**config.mk**
```make
export PLATFORM = sky130hd
export DESIGN_NAME = sc_hdlc_v1_0_s_axis
export DESIGN_NICKNAME = d
export VERILOG_FILES = /design/src/rtl/sc_hdlc_pkg.sv /design/src/rtl/sc_hdlc_v1_0_s_axis.sv
export SDC_FILE = /design/constraint.sdc
export NUM_CORES = 1
export LEC_CHECK = 0
export CORE_MARGIN = 4
export CORE_UTILIZATION = 53
export CTS_CLUSTER_DIAMETER = 100
export DETAILED_ROUTE_END_ITERATION = 12
export MAX_ROUTING_LAYER = met4
export PLACE_DENSITY = 0.88
export SLEW_MARGIN = 20
export SYNTH_ARGS = -nofsm -noshare
export SYNTH_HDL_FRONTEND = slang
export SYNTH_SLANG_ARGS = --single-unit
```
**constraint.sdc**
```tcl
create_clock -name S_AXIS_ACLK -period 3.7 [get_ports S_AXIS_ACLK]
set_input_delay 0.555 -clock S_AXIS_ACLK [delete_from_list [all_inputs] [get_ports S_AXIS_ACLK]]
set_output_delay 0.555 -clock S_AXIS_ACLK [all_outputs]
set_load 0.1 [all_outputs]
```
**src/rtl/sc_hdlc_pkg.sv**
```systemverilog
// Shared definitions for the HDLC core's AXI4-Stream side.
// - SC_BYTE_W : default stream byte width
// - sc_state_e : receive FSM state encoding (IDLE/RECV/DONE)
package sc_hdlc_pkg;

  localparam int SC_BYTE_W = 8;

  typedef enum logic [1:0] {
    ST_IDLE = 2'd0,
    ST_RECV = 2'd1,
    ST_DONE = 2'd2
  } sc_state_e;

endpackage

```
**src/rtl/sc_hdlc_v1_0_s_axis.sv**
```systemverilog
// AXI4-Stream byte slave feeding the HDLC TX FIFO.
// Software pulses AXISRdReq with a byte count in AXISRdNum; the block then
// accepts up to that many beats from the stream and writes each accepted byte
// directly into the FIFO in the same cycle. The transfer ends early on TLAST.
//
// Ports
//   S_AXIS_ACLK / S_AXIS_ARESETN : clock, async active-low reset
//   S_AXIS_TVALID/TDATA/TSTRB/TLAST/TREADY : upstream stream (TSTRB ignored)
//   AXISRdReq / AXISRdNum        : start pulse and byte count
//   AXISRdBusy / AXISRdDone      : in progress, one-cycle completion pulse
//   AXISRdCnt / AXISRdLast       : bytes accepted, transfer ended on TLAST
//   FIFOFull / FIFOAFull         : FIFO status (AFull informational only)
//   FIFOWrData / FIFOWrEn        : FIFO write port
module sc_hdlc_v1_0_s_axis
  import sc_hdlc_pkg::*;
#(
  parameter int C_S_AXIS_TDATA_WIDTH = SC_BYTE_W,
  parameter int C_NUM_WIDTH          = 32
) (
  input  logic                            S_AXIS_ACLK,
  input  logic                            S_AXIS_ARESETN,
  input  logic                            S_AXIS_TVALID,
  input  logic [C_S_AXIS_TDATA_WIDTH-1:0] S_AXIS_TDATA,
  input  logic                            S_AXIS_TSTRB,
  input  logic                            S_AXIS_TLAST,
  output logic                            S_AXIS_TREADY,
  input  logic                            AXISRdReq,
  input  logic [C_NUM_WIDTH-1:0]          AXISRdNum,
  output logic                            AXISRdBusy,
  output logic                            AXISRdDone,
  output logic [C_NUM_WIDTH-1:0]          AXISRdCnt,
  output logic                            AXISRdLast,
  input  logic                            FIFOFull,
  input  logic                            FIFOAFull,
  output logic [C_S_AXIS_TDATA_WIDTH-1:0] FIFOWrData,
  output logic                            FIFOWrEn
);

  localparam logic [C_NUM_WIDTH-1:0] ONE = {{(C_NUM_WIDTH-1){1'b0}}, 1'b1};

  sc_state_e              state_q, state_d;
  logic [C_NUM_WIDTH-1:0] num_r, num_d;
  logic [C_NUM_WIDTH-1:0] cnt_q, cnt_d;
  logic [C_NUM_WIDTH-1:0] cnt_inc;
  logic                   last_q, last_d;
  logic                   tready;
  logic                   hs;

  // Strobe is meaningless for a single-byte lane; FIFOAFull is advisory only.
  logic unused_inputs;
  assign unused_inputs = S_AXIS_TSTRB ^ FIFOAFull;

  // Ready comes only from registered state plus the FIFO's registered full
  // flag, so there is no combinational path from TVALID back to TREADY.
  // The cnt < num guard keeps ready low even if the FSM lingered in RECV.
  assign tready  = (state_q == ST_RECV) && !FIFOFull && (cnt_q < num_r);
  assign hs      = S_AXIS_TVALID && tready;
  assign cnt_inc = cnt_q + ONE;

  // Zero-latency write: the FIFO captures the byte on the handshake edge.
  // Data is masked so the write bus sits at zero when nothing is written.
  assign FIFOWrEn   = hs;
  assign FIFOWrData = hs ? S_AXIS_TDATA : '0;

  assign S_AXIS_TREADY = tready;
  assign AXISRdBusy    = (state_q == ST_RECV);
  assign AXISRdDone    = (state_q == ST_DONE);
  assign AXISRdCnt     = cnt_q;
  assign AXISRdLast    = last_q;

  always_ff @(posedge S_AXIS_ACLK or negedge S_AXIS_ARESETN) begin
    if (!S_AXIS_ARESETN) begin
      state_q <= ST_IDLE;
      num_r   <= '0;
      cnt_q   <= '0;
      last_q  <= 1'b0;
    end else begin
      state_q <= state_d;
      num_r   <= num_d;
      cnt_q   <= cnt_d;
      last_q  <= last_d;
    end
  end

  always_comb begin
    state_d = state_q;
    num_d   = num_r;
    cnt_d   = cnt_q;
    last_d  = last_q;
    unique case (state_q)
      ST_IDLE: begin
        // Requests are only honoured here; RECV and DONE ignore them.
        if (AXISRdReq) begin
          num_d   = AXISRdNum;
          cnt_d   = '0;
          last_d  = 1'b0;
          state_d = (AXISRdNum == '0) ? ST_DONE : ST_RECV;
        end
      end
      ST_RECV: begin
        if (hs) begin
          cnt_d = cnt_inc;
          // Whichever comes first: requested count reached or TLAST seen.
          // cnt_inc cannot wrap because the transfer stops at num_r.
          if ((cnt_inc == num_r) || S_AXIS_TLAST) begin
            last_d  = S_AXIS_TLAST;
            state_d = ST_DONE;
          end
        end
      end
      ST_DONE: state_d = ST_IDLE;
      default: state_d = ST_IDLE;
    endcase
  end

endmodule

```
==> flow_results.xml <==
<?xml version="1.0" encoding="UTF-8"?>
<metrics>
  <group name="status">
    <metric name="outcome" unit="">completed</metric>
  </group>
  <group name="setup_path">
    <metric name="crit_required" unit="ns">3.14</metric>
    <metric name="reg2regPathDepth" unit="">9</metric>
    <metric name="critical_path.endpoint_type" unit="">output port</metric>
    <metric name="path_class" unit="">reg2out</metric>
    <metric name="cp-start-kind" unit="">flop</metric>
    <metric name="worst-endpoint-arrival" unit="ns">2.98</metric>
    <metric name="cp_max_fo" unit="">14</metric>
  </group>
  <group name="yosys">
    <metric name="synthCells" unit="">590</metric>
    <metric name="synth_unique_cells" unit="">55</metric>
    <metric name="synth_edf_count" unit="">0</metric>
    <metric name="synth_top_cell_area_share" unit="">0.3388</metric>
    <metric name="synthesis.area_per_instance" unit="um^2">8.387</metric>
    <metric name="dominantRegCellSynth" unit="">sky130_fd_sc_hd__dfrtp_1</metric>
    <metric name="mappedNetlistNets" unit="">671</metric>
    <metric name="dominant_cells_by_area_after_synthesis" unit="">sky130_fd_sc_hd__dfrtp_1, sky130_fd_sc_hd__ha_1, sky130_fd_sc_hd__nand2_1</metric>
    <metric name="syn_area" unit="mm^2">0.004948</metric>
    <metric name="synth_seq_area_share" unit="">0.3388</metric>
    <metric name="yosys.area.top_type" unit="">sky130_fd_sc_hd__dfrtp_1</metric>
    <metric name="yosysWarningCount" unit="">0</metric>
    <metric name="synth_seq_cells" unit="">67</metric>
    <metric name="synth-async-reset-ratio" unit="">1.000</metric>
  </group>
  <group name="routing">
    <metric name="detail_route.wl_per_cell" unit="um">19.18</metric>
    <metric name="routed_wl" unit="um">15060</metric>
    <metric name="drt_pre_antenna_iters" unit="">6</metric>
    <metric name="drt_iter0_drcs" unit="">381</metric>
    <metric name="vias_per_cell" unit="">6.298</metric>
    <metric name="vias" unit="">4944</metric>
    <metric name="drc_errors" unit="">0</metric>
    <metric name="detail-route-antenna-nets" unit="">0</metric>
  </group>
  <group name="sta">
    <metric name="timing_worst_slew_pin_value" unit="ns">1.005</metric>
    <metric name="timing.final.max_slew_violations" unit="">0</metric>
    <metric name="achievable-frequency" unit="MHz">282.6</metric>
    <metric name="finalSetupViolCount" unit="">0</metric>
    <metric name="clock_skew" unit="ns">0.01208</metric>
    <metric name="fin_setup_tns" unit="ns">0</metric>
    <metric name="grt_setup_unrepaired" unit="">no</metric>
    <metric name="post_layout_minimum_cycle_time" unit="ns">3.538</metric>
    <metric name="period_share" unit="">0.9562</metric>
    <metric name="hold_viol_final" unit="">0</metric>
    <metric name="slew_headroom" unit="">0.3281</metric>
    <metric name="layout_setup_ws" unit="ns">0.1619</metric>
  </group>
  <group name="layout">
    <metric name="design.final.nets" unit="">754</metric>
    <metric name="mostFrequentLayoutCells" unit="">sky130_fd_sc_hd__clkdlybuf4s50_1, sky130_fd_sc_hd__nand2_1, sky130_fd_sc_hd__dfrtp_1, sky130_fd_sc_hd__o21ai_0, sky130_fd_sc_hd__inv_1</metric>
    <metric name="n_fill_cell" unit="">674</metric>
    <metric name="most_common_cell_after_layout_fill_and_taps_aside" unit="">sky130_fd_sc_hd__clkdlybuf4s50_1</metric>
    <metric name="final_layout_size_suffix_gt1_frac" unit="">0.1167</metric>
    <metric name="area_delta_synth_final" unit="%">26.73</metric>
    <metric name="antenna_cells" unit="">0</metric>
    <metric name="finalNonFillerCells" unit="">785</metric>
    <metric name="stdcell_area" unit="mm^2">0.006271</metric>
  </group>
  <group name="global_routing">
    <metric name="grt_use_total" unit="">0.2840</metric>
    <metric name="grt_antenna_before_repair" unit="">0</metric>
    <metric name="grt_max_degree" unit="">38</metric>
    <metric name="gr-total-overflow" unit="">0</metric>
    <metric name="wire_length_of_the_first_global_routing_pass" unit="um">24500</metric>
    <metric name="grt_pass1_vias" unit="">4903</metric>
  </group>
  <group name="place">
    <metric name="dpl.hpwl" unit="um">11360</metric>
    <metric name="routabilityCongestion" unit="">0.9980</metric>
    <metric name="placedCellCount" unit="">770</metric>
    <metric name="place.port_buffers" unit="">90</metric>
    <metric name="placed_area" unit="mm^2">0.006102</metric>
    <metric name="pre_cts_slack" unit="ns">0.3031</metric>
  </group>
  <group name="clock_tree">
    <metric name="tritoncts_clock_tree" unit="">yes</metric>
    <metric name="clock_latency" unit="ns">0.35</metric>
    <metric name="post_cts_hold_buffer_count" unit="">0</metric>
    <metric name="cts_made_buffers" unit="">9</metric>
    <metric name="cts_buffer_depth" unit="">2</metric>
    <metric name="clock_sinks" unit="">67</metric>
    <metric name="post_cts_resized" unit="">2</metric>
    <metric name="cts_clk_pin_slew_worst_paths" unit="ns">0.08</metric>
    <metric name="clockRootBuffer" unit="">sky130_fd_sc_hd__clkbuf_8</metric>
    <metric name="max_h_tree_level" unit="">3</metric>
    <metric name="cts_setup_buffers" unit="">0</metric>
  </group>
  <group name="run">
    <metric name="max_cap_violations" unit="">0</metric>
  </group>
  <group name="die">
    <metric name="floorplan.die.width" unit="um">104.6</metric>
    <metric name="floorplan.rows" unit="">34</metric>
    <metric name="die_h" unit="um">104.6</metric>
    <metric name="design.portCount" unit="">93</metric>
    <metric name="initial_core_util" unit="">0.5566</metric>
    <metric name="die-area" unit="mm^2">0.01095</metric>
    <metric name="fp.coreArea" unit="mm^2">0.008891</metric>
  </group>
  <group name="worst_hold_path">
    <metric name="holdCritPathClass" unit="">in2async</metric>
  </group>
  <group name="pwr">
    <metric name="pwr_density_cell" unit="mW/mm^2">541.8</metric>
    <metric name="leakagePower" unit="uW">0.002863</metric>
    <metric name="vdd_drop_max" unit="mV">0.8894</metric>
    <metric name="report.power.total" unit="uW">3398</metric>
  </group>
</metrics>
==> sequential cells by signal, indices dropped and copies added, names as in the netlist <==
signal      count
AXISRdCnt      32
num_r          32
state_q         2
AXISRdLast      1
==> metal layers <==
metal  up-vias  track usage  share of wire
met5         -            -              0
met4         0       0.1012          0.027
met3        37      0.06658          0.090
met2       233       0.4488           0.47
met1      2373       0.3582           0.41
li1       2301            -              -
==> path summary, 6_finish.rpt <==
| path | startpoint | end | slack (ns) |
|---|---|---|---|
| min in group S_AXIS_ACLK | num_r[0] | num_r[0] | 0.48 |
| worst min register to register | num_r[0] | num_r[0] | 0.48 |
| worst max register to register | AXISRdCnt[5] | state_q[0] | 0.46 |
| worst max-delay path | num_r[21] | FIFOWrData[0] | 0.16 |
| max in group asynchronous | S_AXIS_ARESETN | AXISRdCnt[17] | 2.42 |
| worst min-delay path | S_AXIS_ARESETN | num_r[5] | 0.30 |
==> power by group <==
group	internal [uW]	switching (uW)
Sequential	934	185
Clock	258	293
Combinational	628	1100
==> cell type report <==
class,instances,area (um^2),area share
clock inverters,2,12.51,0.001995
repair buffers,107,1124,0.1792
inverters,37,140.1,0.02235
well taps,108,135.1,0.02155
multi-input cells,451,3005,0.4792
clock buffers,13,148.9,0.02374
flip-flops and latches,67,1705,0.2719
==> cells in the mapped netlist (all sizes together), types with 4 or more instances <==
library cell and count:
nor4 12, clkbuf 22, and3 33, a221o 21
dfrtp 67, o21ai 46, nor2 35, nand4 19
and4 5, ha 33, a21oi 19, nor3 16
xor2 17, or3 4, a21o 11, nor2b 7
nand2 67, nand3 24, a211o 6, and2 12
nand2b 4, o2111ai 4, xnor2 24, buf 13
inv 36
==> kinds of logic (layout without fill, tap and decap cells) <==
logic type,after synthesis,count (layout),synth area share
DFF,67,67,0.3388
muxes,2,2,0.004046
xor gates and xnor gates,41,41,0.07257
and+or+nand+nor,245,245,0.2630
adders and majority gates,33,33,0.08344
AOI/OAI and AO/OA,130,130,0.1810
buffers and inverters,72,159,0.05714
==> per-stage QoR <==
step / hold WS (ns) / utilization
after global routing: 0.3641 / 0.7053
after floorplan: 0.2594 / -
after detailed placement: 0.4669 / 0.6863
after global placement: 0.4631 / 0.6863
after CTS: 0.3387 / 0.7053
final: 0.2983 / 0.7053
==> worst max-delay path: stages (launching register included) <==
cell and delay, ns:
sky130_fd_sc_hd__dfrtp_1 0.44, sky130_fd_sc_hd__inv_1 0.11, sky130_fd_sc_hd__ha_1 0.30, sky130_fd_sc_hd__a21o_1 0.16
sky130_fd_sc_hd__a21o_1 0.19, sky130_fd_sc_hd__a221oi_2 0.36, sky130_fd_sc_hd__o2111ai_1 0.22, sky130_fd_sc_hd__a21o_1 0.23
sky130_fd_sc_hd__clkinv_2 0.20, sky130_fd_sc_hd__and2_1 0.22, sky130_fd_sc_hd__buf_12 0.18
No activity file was read; power rests on OpenSTA's default activity.
